**src/rtl/uart_rx.sv**
```systemverilog
// UART receiver: synchronised rx, mid-bit sampling, 8/9 data bits, 1/2 stop bits.
// Latency: valid pulses one clock after the last stop sample; no backpressure (data held until next frame).
package data_types_pkg;
  localparam int BR_DIV_W = 16;

  typedef struct packed {
    logic                en;
    logic                stop;
    logic                word;
    logic [BR_DIV_W-1:0] br_div;
  } ctrl_reg_t;
endpackage

module uart_rx
  import data_types_pkg::*;
#(
  parameter int SYNC_STAGES = 2
) (
  input  logic       clk,
  input  logic       rst_n,
  input  ctrl_reg_t  control,
  input  logic       rx,
  output logic [8:0] data,
  output logic       valid,
  output logic       frame_err,
  output logic       idle
);

  localparam logic [1:0] IDLE  = 2'd0;
  localparam logic [1:0] START = 2'd1;
  localparam logic [1:0] DATA  = 2'd2;
  localparam logic [1:0] STOP  = 2'd3;

  localparam logic [BR_DIV_W-1:0] ONE = BR_DIV_W'(1);

  logic [SYNC_STAGES-1:0] sync;
  logic                   rx_s;
  logic                   rx_q;
  logic [1:0]             state;
  logic [BR_DIV_W-1:0]    cnt;
  logic [BR_DIV_W-1:0]    div_sh;
  logic                   word_sh;
  logic                   stop_sh;
  logic [3:0]             bit_idx;
  logic [8:0]             shreg;
  logic                   err;
  logic                   tick_half;
  logic                   tick_full;

  assign rx_s      = sync[SYNC_STAGES-1];
  assign idle      = (state == IDLE);
  assign tick_half = (cnt == (div_sh >> 1) - ONE);
  assign tick_full = (cnt == div_sh - ONE);

  always_ff @(posedge clk or negedge rst_n) begin
    if (!rst_n) begin
      sync      <= '1;
      rx_q      <= 1'b1;
      state     <= IDLE;
      cnt       <= '0;
      div_sh    <= '0;
      word_sh   <= 1'b0;
      stop_sh   <= 1'b0;
      bit_idx   <= '0;
      shreg     <= '0;
      err       <= 1'b0;
      data      <= '0;
      valid     <= 1'b0;
      frame_err <= 1'b0;
    end else begin
      sync      <= {sync[SYNC_STAGES-2:0], rx};
      rx_q      <= rx_s;
      valid     <= 1'b0;
      frame_err <= 1'b0;

      if (state != IDLE && !control.en) begin
        state <= IDLE;
      end else begin
        case (state)
          IDLE: begin
            // Only a genuine high-to-low edge starts a frame; a line stuck low does not.
            if (control.en && rx_q && !rx_s) begin
              state   <= START;
              cnt     <= '0;
              div_sh  <= control.br_div;
              word_sh <= control.word;
              stop_sh <= control.stop;
              bit_idx <= '0;
              err     <= 1'b0;
            end
          end
          START: begin
            if (tick_half) begin
              cnt   <= '0;
              state <= rx_s ? IDLE : DATA;
            end else begin
              cnt <= cnt + ONE;
            end
          end
          DATA: begin
            if (tick_full) begin
              cnt   <= '0;
              shreg <= {rx_s, shreg[8:1]};
              if (bit_idx == (word_sh ? 4'd8 : 4'd7)) begin
                bit_idx <= '0;
                state   <= STOP;
              end else begin
                bit_idx <= bit_idx + 4'd1;
              end
            end else begin
              cnt <= cnt + ONE;
            end
          end
          STOP: begin
            if (tick_full) begin
              cnt <= '0;
              if (bit_idx == {3'b000, stop_sh}) begin
                state     <= IDLE;
                valid     <= 1'b1;
                frame_err <= err | ~rx_s;
                data      <= word_sh ? shreg : {1'b0, shreg[8:1]};
              end else begin
                err     <= err | ~rx_s;
                bit_idx <= bit_idx + 4'd1;
              end
            end else begin
              cnt <= cnt + ONE;
            end
          end
          default: state <= IDLE;
        endcase
      end
    end
  end

endmodule

```
**config.mk**
```make
export PLATFORM = sky130hd
export DESIGN_NAME = uart_rx
export DESIGN_NICKNAME = d
export VERILOG_FILES = /design/src/rtl/uart_rx.sv
export SDC_FILE = /design/constraint.sdc
export NUM_CORES = 1
export LEC_CHECK = 0
export CORE_MARGIN = 10
export CORE_UTILIZATION = 49
export DETAILED_ROUTE_END_ITERATION = 8
export PLACE_DENSITY = 0.69
export SETUP_SLACK_MARGIN = 0.15
export SYNTH_ARGS = -nofsm -noshare
export SYNTH_HDL_FRONTEND = slang
export SYNTH_SLANG_ARGS = --single-unit
```
**constraint.sdc**
```tcl
create_clock -name clk -period 4.8 [get_ports clk]
set_input_delay 0.48 -clock clk [delete_from_list [all_inputs] [get_ports clk]]
set_output_delay 0.48 -clock clk [all_outputs]
set_load 0.02 [all_outputs]
```
# Yosys cells after proc, flatten, opt, wreduce, memory -nomap -nowiden
# Index checks and enable logic that the tools add are counted.
totals:
  inputBits: 22
  out_inout_bits: 12
  wordCells: 87
  regBits: 64
op_classes:
  n_bitwise: 3
  n_mux: 33
  n_eq_ne: 17
  n_reduce_logical: 17
  add_sub_neg: 4
ops:
  columns: ["operator", "count"]
  rows:
  - ["2-to-1 mux 16 bit", 3]
  - ["one-hot mux 16 bit (3 select lines)", 1]
  - ["equality test 16 bit", 2]
  - ["2-to-1 mux 4 bit", 6]
  - ["adder 16 x 1 -> 16 bit (second input constant)", 1]
  - ["2-to-1 mux 2 bit", 8]
  - ["subtractor 15 x 1 -> 16 bit (second input constant)", 1]
  - ["subtractor 16 x 1 -> 16 bit (second input constant)", 1]
  - ["inequality test 3 bit (second input constant)", 5]
  - ["one-hot mux 4 bit (3 select lines)", 1]
  - ["AND reduction 6 bit", 2]
  - ["2-to-1 mux 1 bit", 11]
  - ["2-to-1 mux 9 bit", 1]
  - ["one-hot mux 2 bit (4 select lines)", 1]
  - ["inequality test 2 bit (second input constant)", 3]
  - ["AND reduction 3 bit", 2]
  - ["AND reduction 5 bit", 1]
  - ["adder 4 x 1 -> 4 bit (second input constant)", 1]
  - ["equality test 2 bit (second input constant)", 2]
  - ["equality test 4 x 1 -> 1 bit", 1]
  - ["equality test 4 bit", 1]
  - ["AND reduction 4 bit", 1]
  - ["nonzero test 2 bit", 2]
  - ["logical AND 1 bit", 3]
  - ["other kinds (11)", 13]

# Depth between registers and ports, before layout
# Gate-level depths: netlist of run 1.
depth:
  depth_word: 6
  ltp_mapped: 13
  mapped_depth_nobuf: 10

# Worst setup path before layout of run 1
# No wires, ideal clock.
synth_timing:
  path_kind: "register to register"
  start: "reg div_sh[2]"
  end: "reg shreg[0]"
  setup_slack_ps: 1341
  t_required_ps: 4675
  arrival_time_ps: 3334
  setup_ps: 125
  period_less_slack_ps: 3459
  stages_incl_launch_ff: 14
  n_path_buf: 3
  path_cell_list: "dfrtp_1 > clkbuf_1 > inv_1 > ha_1 > buf_4 > or3b_1 > buf_2 > or3_1 > a2111oi_0 > o2111ai_1 > nor3_1 > nand2_2 > nor2_4 > mux2_2"
synth_via:
  elab_chain_len: 3
synth_rtl:
  columns: ["element", "line_no", "source"]
  rows:
  - ["start: declaration", "41", "logic [BR_DIV_W-1:0] div_sh;"]
  - ["start signal: assignment", "85", "div_sh <= control.br_div;"]
  - ["subtractor 16 x 1 -> 16 bit", "53", "assign tick_full = (cnt == div_sh - ONE);"]
  - ["equality test 16 bit", "53", null]
  - ["AND reduction 3 bit (no line)", null, null]
  - ["end signal: assignment", "103", "shreg <= {rx_s, shreg[8:1]};"]
  - ["end: declaration", "45", "logic [8:0] shreg;"]
# No other way between the ends.
# A chain may end at the register's enable or synchronous reset.

# Final worst setup path of run 1
layout_timing:
  start: "reg div_sh[2]"
  end: "reg bit_idx[3]"
layout_via:
  elab_chain_len: 4
  word_cells_on_any_way: 5
  cone_classes: "1 x add/sub; 3 x eq/ne; 1 x reduce/logical"
layout_rtl:
  columns: ["element", "line_no", "source"]
  rows:
  - ["subtractor 16 x 1 -> 16 bit *", "53", null]
  - ["equality test 16 bit *", "53", null]
  - ["inequality test 2 bit (no line)", null, null]
  - ["AND reduction 6 bit (no line) *", null, null]
  - ["end signal: assignment", "108", "bit_idx <= bit_idx + 4'd1;"]
  - ["end signal: assignment", "124", "bit_idx <= bit_idx + 4'd1;"]
  - ["end: declaration", "44", "logic [3:0] bit_idx;"]
# Every way passes the cells marked *; elsewhere a longest branch is shown, timed or not.

==> results of run 1 <==
-- registers in the layout, indices dropped and copies added, names as in the netlist --
| name | count |
|---|---|
| valid | 1 |
| state | 2 |
| word_sh | 1 |
| sync | 2 |
| bit_idx | 4 |
| shreg | 9 |
| err | 1 |
| stop_sh | 1 |
| frame_err | 1 |
| div_sh | 16 |
| data | 9 |
| cnt | 16 |
| rx_q | 1 |
-- placed cells by master, fill, tap and decap left out, drive strengths merged, types with 15 or more instances in the layout --
| cell type | synthesis | layout |
|---|---|---|
| clkdlybuf4s50 | 0 | 32 |
| o21ai | 23 | 23 |
| xor2 | 17 | 17 |
| inv | 15 | 15 |
| nor2 | 26 | 26 |
| mux2 | 45 | 45 |
| dfrtp | 61 | 61 |
| nand2 | 28 | 28 |
| xnor2 | 23 | 23 |
-- worst min-delay path by stage --
stage                     startpoint    endpoint  slack, ns
final                          rst_n      cnt[5]       0.30
after global placement       sync[0]     sync[1]       0.35
after CTS                      rst_n      cnt[4]       0.35
after floorplan                rst_n  bit_idx[0]       0.18
after global routing           rst_n      cnt[4]       0.37
after detailed placement     sync[0]     sync[1]       0.35
-- cells by family after synthesis --
family,Yosys count,share of synthesized area [%]
and+or+nand+nor,148,20.0
AOI/OAI and AO/OA,84,14.8
DFF,64,38.2
buffers and inverters,49,4.97
muxes,47,12.5
xor gates and xnor gates,40,8.33
adders and majority gates,4,1.19
-- power groups by stage --
stage | Sequential (mW) | Clock [mW] | Combinational [mW]
after floorplan | 0.622 | 0 | 0.351
after global placement | 0.698 | 0 | 0.361
after detailed placement | 0.701 | 0 | 0.370
after CTS | 0.690 | 0.534 | 0.373
after global routing | 0.703 | 0.556 | 0.420
final | 0.693 | 0.519 | 0.374
-- critical path: cells and delay by family, from the launching register on --
family,cells,cell delay (ns)
AND/OR/NAND/NOR,5,1.66
AO/OA/AOI/OAI,3,1.37
flip-flops,1,0.47
adder cells (fa/ha/maj),1,0.33
buffers and inverters,1,0.12
-- stage by stage --
step	utilization, %	area [um^2]
3_5_place_dp	54.7	4540
3_3_place_gp	54.7	4540
2_1_floorplan	-	4200
6_report	57.3	4760
4_1_cts	57.3	4760
5_1_grt	57.3	4760
-- cell usage after synthesis (12+ instances only) --
library cell	number
and3_1	12
mux2_2	44
xor2_1	17
clkbuf_1	24
nor2_1	24
xnor2_1	23
nand2_1	27
nor4_1	12
dfrtp_1	61
inv_1	15
o21ai_0	21
-- area by class of cell --
class | count | area, um^2 | area share, %
Clock inverter | 6 | 82.6 | 1.74
Sequential cell | 64 | 1610 | 33.7
Inverter | 15 | 56.3 | 1.18
Multi-Input combinational cell | 323 | 2390 | 50.2
Timing Repair Buffer | 37 | 355 | 7.47
Tap cell | 105 | 131 | 2.76
Clock buffer | 10 | 138 | 2.89
-- routing by layer --
layer,part of all wire (%),vias to the layer above
met3,5.6,16
met1,46,1644
met4,1.5,0
met2,46,109
li1,-,1612
met5,0,-
==> reports/metrics.csv, run 1 <==
metric,value,unit
Min-Delay Path Class,in2async,
Routed Antenna Nets,0,
Post-synth top flop,dfrtp_1,
cell count after placement,544,
PostCTS Resize Cnt,0,
ranking of synthesized cells by area,"dfrtp_1, mux2_2, xnor2_1",
Sw Pwr,0.518,mW
count of pins over their slew limit,0,
"Clk pin slew, worst setup/hold paths",0.07,ns
Tot Pwr,1.58,mW
Layout Cells excl Fill,560,
WP data required,5.08,ns
Post-CTS Setup Bufs,0,
root buf cell,clkbuf_8,
Fillers,735,
residual DRC count,0,
clock sinks,64,
worst-margin pin slew,0.944,ns
first-pass GRT wire length,16.4,mm
Crit. Startpoint,div_sh[2],
# hold bufs at CTS,0,
htree depth,3,
internal power,1.07,mW
I/O pin count,34,
die outline width,113,um
Starting Density,50.7,%
initial antenna violation count,0,
RR Endpoint,bit_idx[3],
Yosys warning count,0,
post-layout min period,3.99,ns
outcome,finished clean,
DP HPWL,6.80,mm
Post-Route WL,9.64,mm
syn avg cell area,9.64,um^2
worst endpoint data arrival time,4.27,ns
#FFs+latches synth,64,
Post-synth EDFFs,0,
Setup CP Type,reg2reg,
"Critical Path, Cell by Cell",inv_1 -> ha_1 -> or3b_1 -> or3_1 -> a2111oi_0 -> o2111ai_1 -> o31ai_4 -> nand3b_2 -> or4_1 -> nand2_1,
PortBufs,33,
final setup vio count,0,
Worst R2R Start,div_sh[2],
M3 GR Usage,3.19,%
Via density,6.04,
die area,12700,um^2
GRT met1 Usage,20.5,%
DR pass1 iterations,5,
CP startpoint kind,flop,
WL/cell,17.2,um
final net count,476,
period utilization,83.1,%
final hold vios,0,
Synth top area share,36.3,%
largest net degree at the start of global routing,65,
Iter 0 DRT Violations,184,
total gr overflow,0,
Max-Cap Viols,0,
CTS tree,yes,
register area share after synthesis,38.2,%
Seq pwr share,43.7,%
area delta synth->final,13.2,%
post-synthesis async set-or-reset flop share,100,%
Die H,113,um
Total GRT Usage,15.2,%
worst hold slack,0.301,ns
# rows,33,
Lkg Pwr,1.99,nW
Mapped Area,4200,um^2
placer's final routability congestion estimate,0.898,
CP Max Fanout,14,
busiest grt layer,met2,
Power Density,333,nW/um^2
f_max,251,MHz
Mapped Cells,436,
FF-to-FF setup slack,0.81,ns
layout cells sized above 1,17.6,%
CP peak stage delay,0.67,ns
PnR worst setup slack,0.810,ns
GR Util met2,23.6,%
R2R depth,10,
Netlist cell types,70,
Via Count,3381,
slowest CP cell,o31ai_4,
Slew HR,36.9,%
Peak VDD IR,193,uV
setup slack at placement,0.881,ns
Longest Clk Path Bufs,2,
n_diodes,0,
Worst Setup EP,bit_idx[3],
Clock power frac,32.7,%
setup tns final,0,ns
TritonCTS Buffers,9,
Worst Setup End Kind,flop,
vias in the first global route,3318,
setup repair after global routing missed its margin,no,
Skew-Pair Late Insertion Delay,0.33,ns
syn_nets,462,
biggest area consumer among synthesized cells,dfrtp_1,
Comb pwr share,23.6,%
Setup Skew,0.00746,ns
core footprint,8300,um^2
Sw Share,32.7,%
(Power assumes the default switching activity.)
==> run 2: changes to the inputs <==
clock period = 3.85 ns   (was 4.8 ns; I/O delays follow)
==> run 2 against run 1 <==
Critical path depth did not move; clock power rose by 42%; via count down 2.8%; die area is the same; register-to-register slack got worse by 0.47 ns; sequential share of layout area fell by 0.45 points; largest power group unchanged; cell count up 0.71%; critical endpoint is now data[7]; design area is 1.4% higher.
==> reports/metrics.csv, run 2 (synthesized netlist as in run 1, its figures left out) <==
metric,value,unit
area delta synth->final,14.8,%
DR pass1 iterations,4,
Comb pwr share,22.7,%
setup slack at placement,0.282,ns
Post-CTS Setup Bufs,0,
setup tns final,0,ns
initial antenna violation count,0,
Max-Cap Viols,0,
final hold vios,0,
placer's final routability congestion estimate,0.895,
Peak VDD IR,206,uV
Sw Pwr,0.661,mW
"Clk pin slew, worst setup/hold paths",0.08,ns
worst hold slack,0.0988,ns
Post-Route WL,9.64,mm
Routed Antenna Nets,0,
WL/cell,17.1,um
Total GRT Usage,15.2,%
core footprint,8300,um^2
layout cells sized above 1,18.7,%
Sw Share,32.0,%
CP peak stage delay,0.48,ns
Worst Setup End Kind,flop,
clock sinks,64,
"Cell Area, Placed",4560,um^2
f_max,285,MHz
vias in the first global route,3267,
"Critical Path, Cell by Cell",inv_1 -> ha_1 -> or3b_1 -> or3_1 -> a2111oi_0 -> o2111ai_1 -> nor3_2 -> nand2_2 -> nor2_8 -> mux2_2,
die outline width,113,um
TritonCTS Buffers,9,
residual DRC count,0,
worst-margin pin slew,0.979,ns
count of pins over their slew limit,0,
# rows,33,
Layout Cells excl Fill,564,
root buf cell,clkbuf_8,
DP HPWL,6.90,mm
final net count,480,
I/O pin count,34,
Final Cell Area,4830,um^2
cell count after placement,547,
htree depth,3,
worst endpoint data arrival time,3.74,ns
Die H,113,um
Setup Skew,0.0103,ns
n_diodes,0,
Min-Delay Path Class,in2async,
Setup CP Type,reg2reg,
outcome,finished clean,
"most common cell after layout, fill and taps aside",dfrtp_1,
Starting Density,50.7,%
CTS tree,yes,
crit-path leading delay family,simple AND/OR/NAND/NOR gates,
internal power,1.41,mW
post-layout min period,3.51,ns
final setup vio count,0,
first-pass GRT wire length,16.2,mm
Slew HR,34.6,%
period utilization,91.1,%
slowest CP cell,dfrtp_2,
PortBufs,33,
CP Max Fanout,11,
# hold bufs at CTS,0,
die area,12700,um^2
Skew-Pair Late Insertion Delay,0.36,ns
total gr overflow,0,
Seq pwr share,41.7,%
WP data required,4.08,ns
Longest Clk Path Bufs,2,
most frequent cells in the layout,"dfrtp_1, mux2_2, clkdlybuf4s50_1, nand2_1, nor2_1",
crit path buf inv count,1,
Via Count,3285,
Iter 0 DRT Violations,114,
setup repair after global routing missed its margin,no,
Lkg Pwr,2.01,nW
Clock power frac,35.6,%
Via density,5.82,
largest net degree at the start of global routing,34,
Power Density,429,nW/um^2
PnR worst setup slack,0.341,ns
Top Registers,"cnt x16, div_sh x16",
CP startpoint kind,flop,
[run 2: cell types whose count changed in the layout (fill, tap and decap cells not counted), sizes merged]
cell / change
bufinv: +1
clkinv: -2
nor2: +1
buf: +3
inv: +1
[run 2: what timing repair did]
action / 4_1_cts / 5_1_grt
resized for setup: 0 / 2
hold endpoints to repair: 0 / 0
endpoints found under the setup margin: 0 / 18
[run 2: final cells by class]
class                   instances  area (um^2)
flip-flops and latches         64         1610
clock inverters                 6          115
fillers                       716         3470
clock buffers                  10          138
repair buffers                 40          378
multi-input cells             324         2400
inverters                      15         56.3
well taps                     105          131
[run 2: layer usage]
metal | vias up | GRT usage (%) | part of all wire [%]
met5 | - | 0 | 0
met4 | 0 | 4.48 | 0.88
met3 | 9 | 4.15 | 4.4
met2 | 61 | 24.1 | 49
met1 | 1593 | 19.7 | 46
li1 | 1622 | - | -
[run 2: path summary, 6_finish.rpt]
check                      depth (start not counted)      start  slack (ns)        end
setup / recovery                                  10  div_sh[2]        0.34    data[7]
hold / removal                                     1      rst_n         0.1  div_sh[7]
setup reg to reg                                  10  div_sh[2]        0.34    data[7]
hold reg to reg                                    0    sync[0]        0.36    sync[1]
max in group asynchronous                          2      rst_n        2.83       rx_q
min in group clk                                   0    sync[0]        0.36    sync[1]
[run 2: power groups by stage]
stage               clock, mW  combinational, mW  sequential (mW)
finish                  0.736              0.470            0.862
global route            0.782              0.524            0.877
CTS                     0.753              0.470            0.859
detailed placement          0              0.465            0.872
global placement            0              0.454            0.870
floorplan                   0              0.438            0.776
[run 2: through the flow]
| stage | total power [mW] | utilization [%] |
|---|---|---|
| 3_3_place_gp | 1.32 | 55.0 |
| 2_1_floorplan | 1.21 | - |
| 5_1_grt | 2.18 | 58.1 |
| 4_1_cts | 2.08 | 58.0 |
| 3_5_place_dp | 1.34 | 55.0 |
| 6_report | 2.07 | 58.1 |
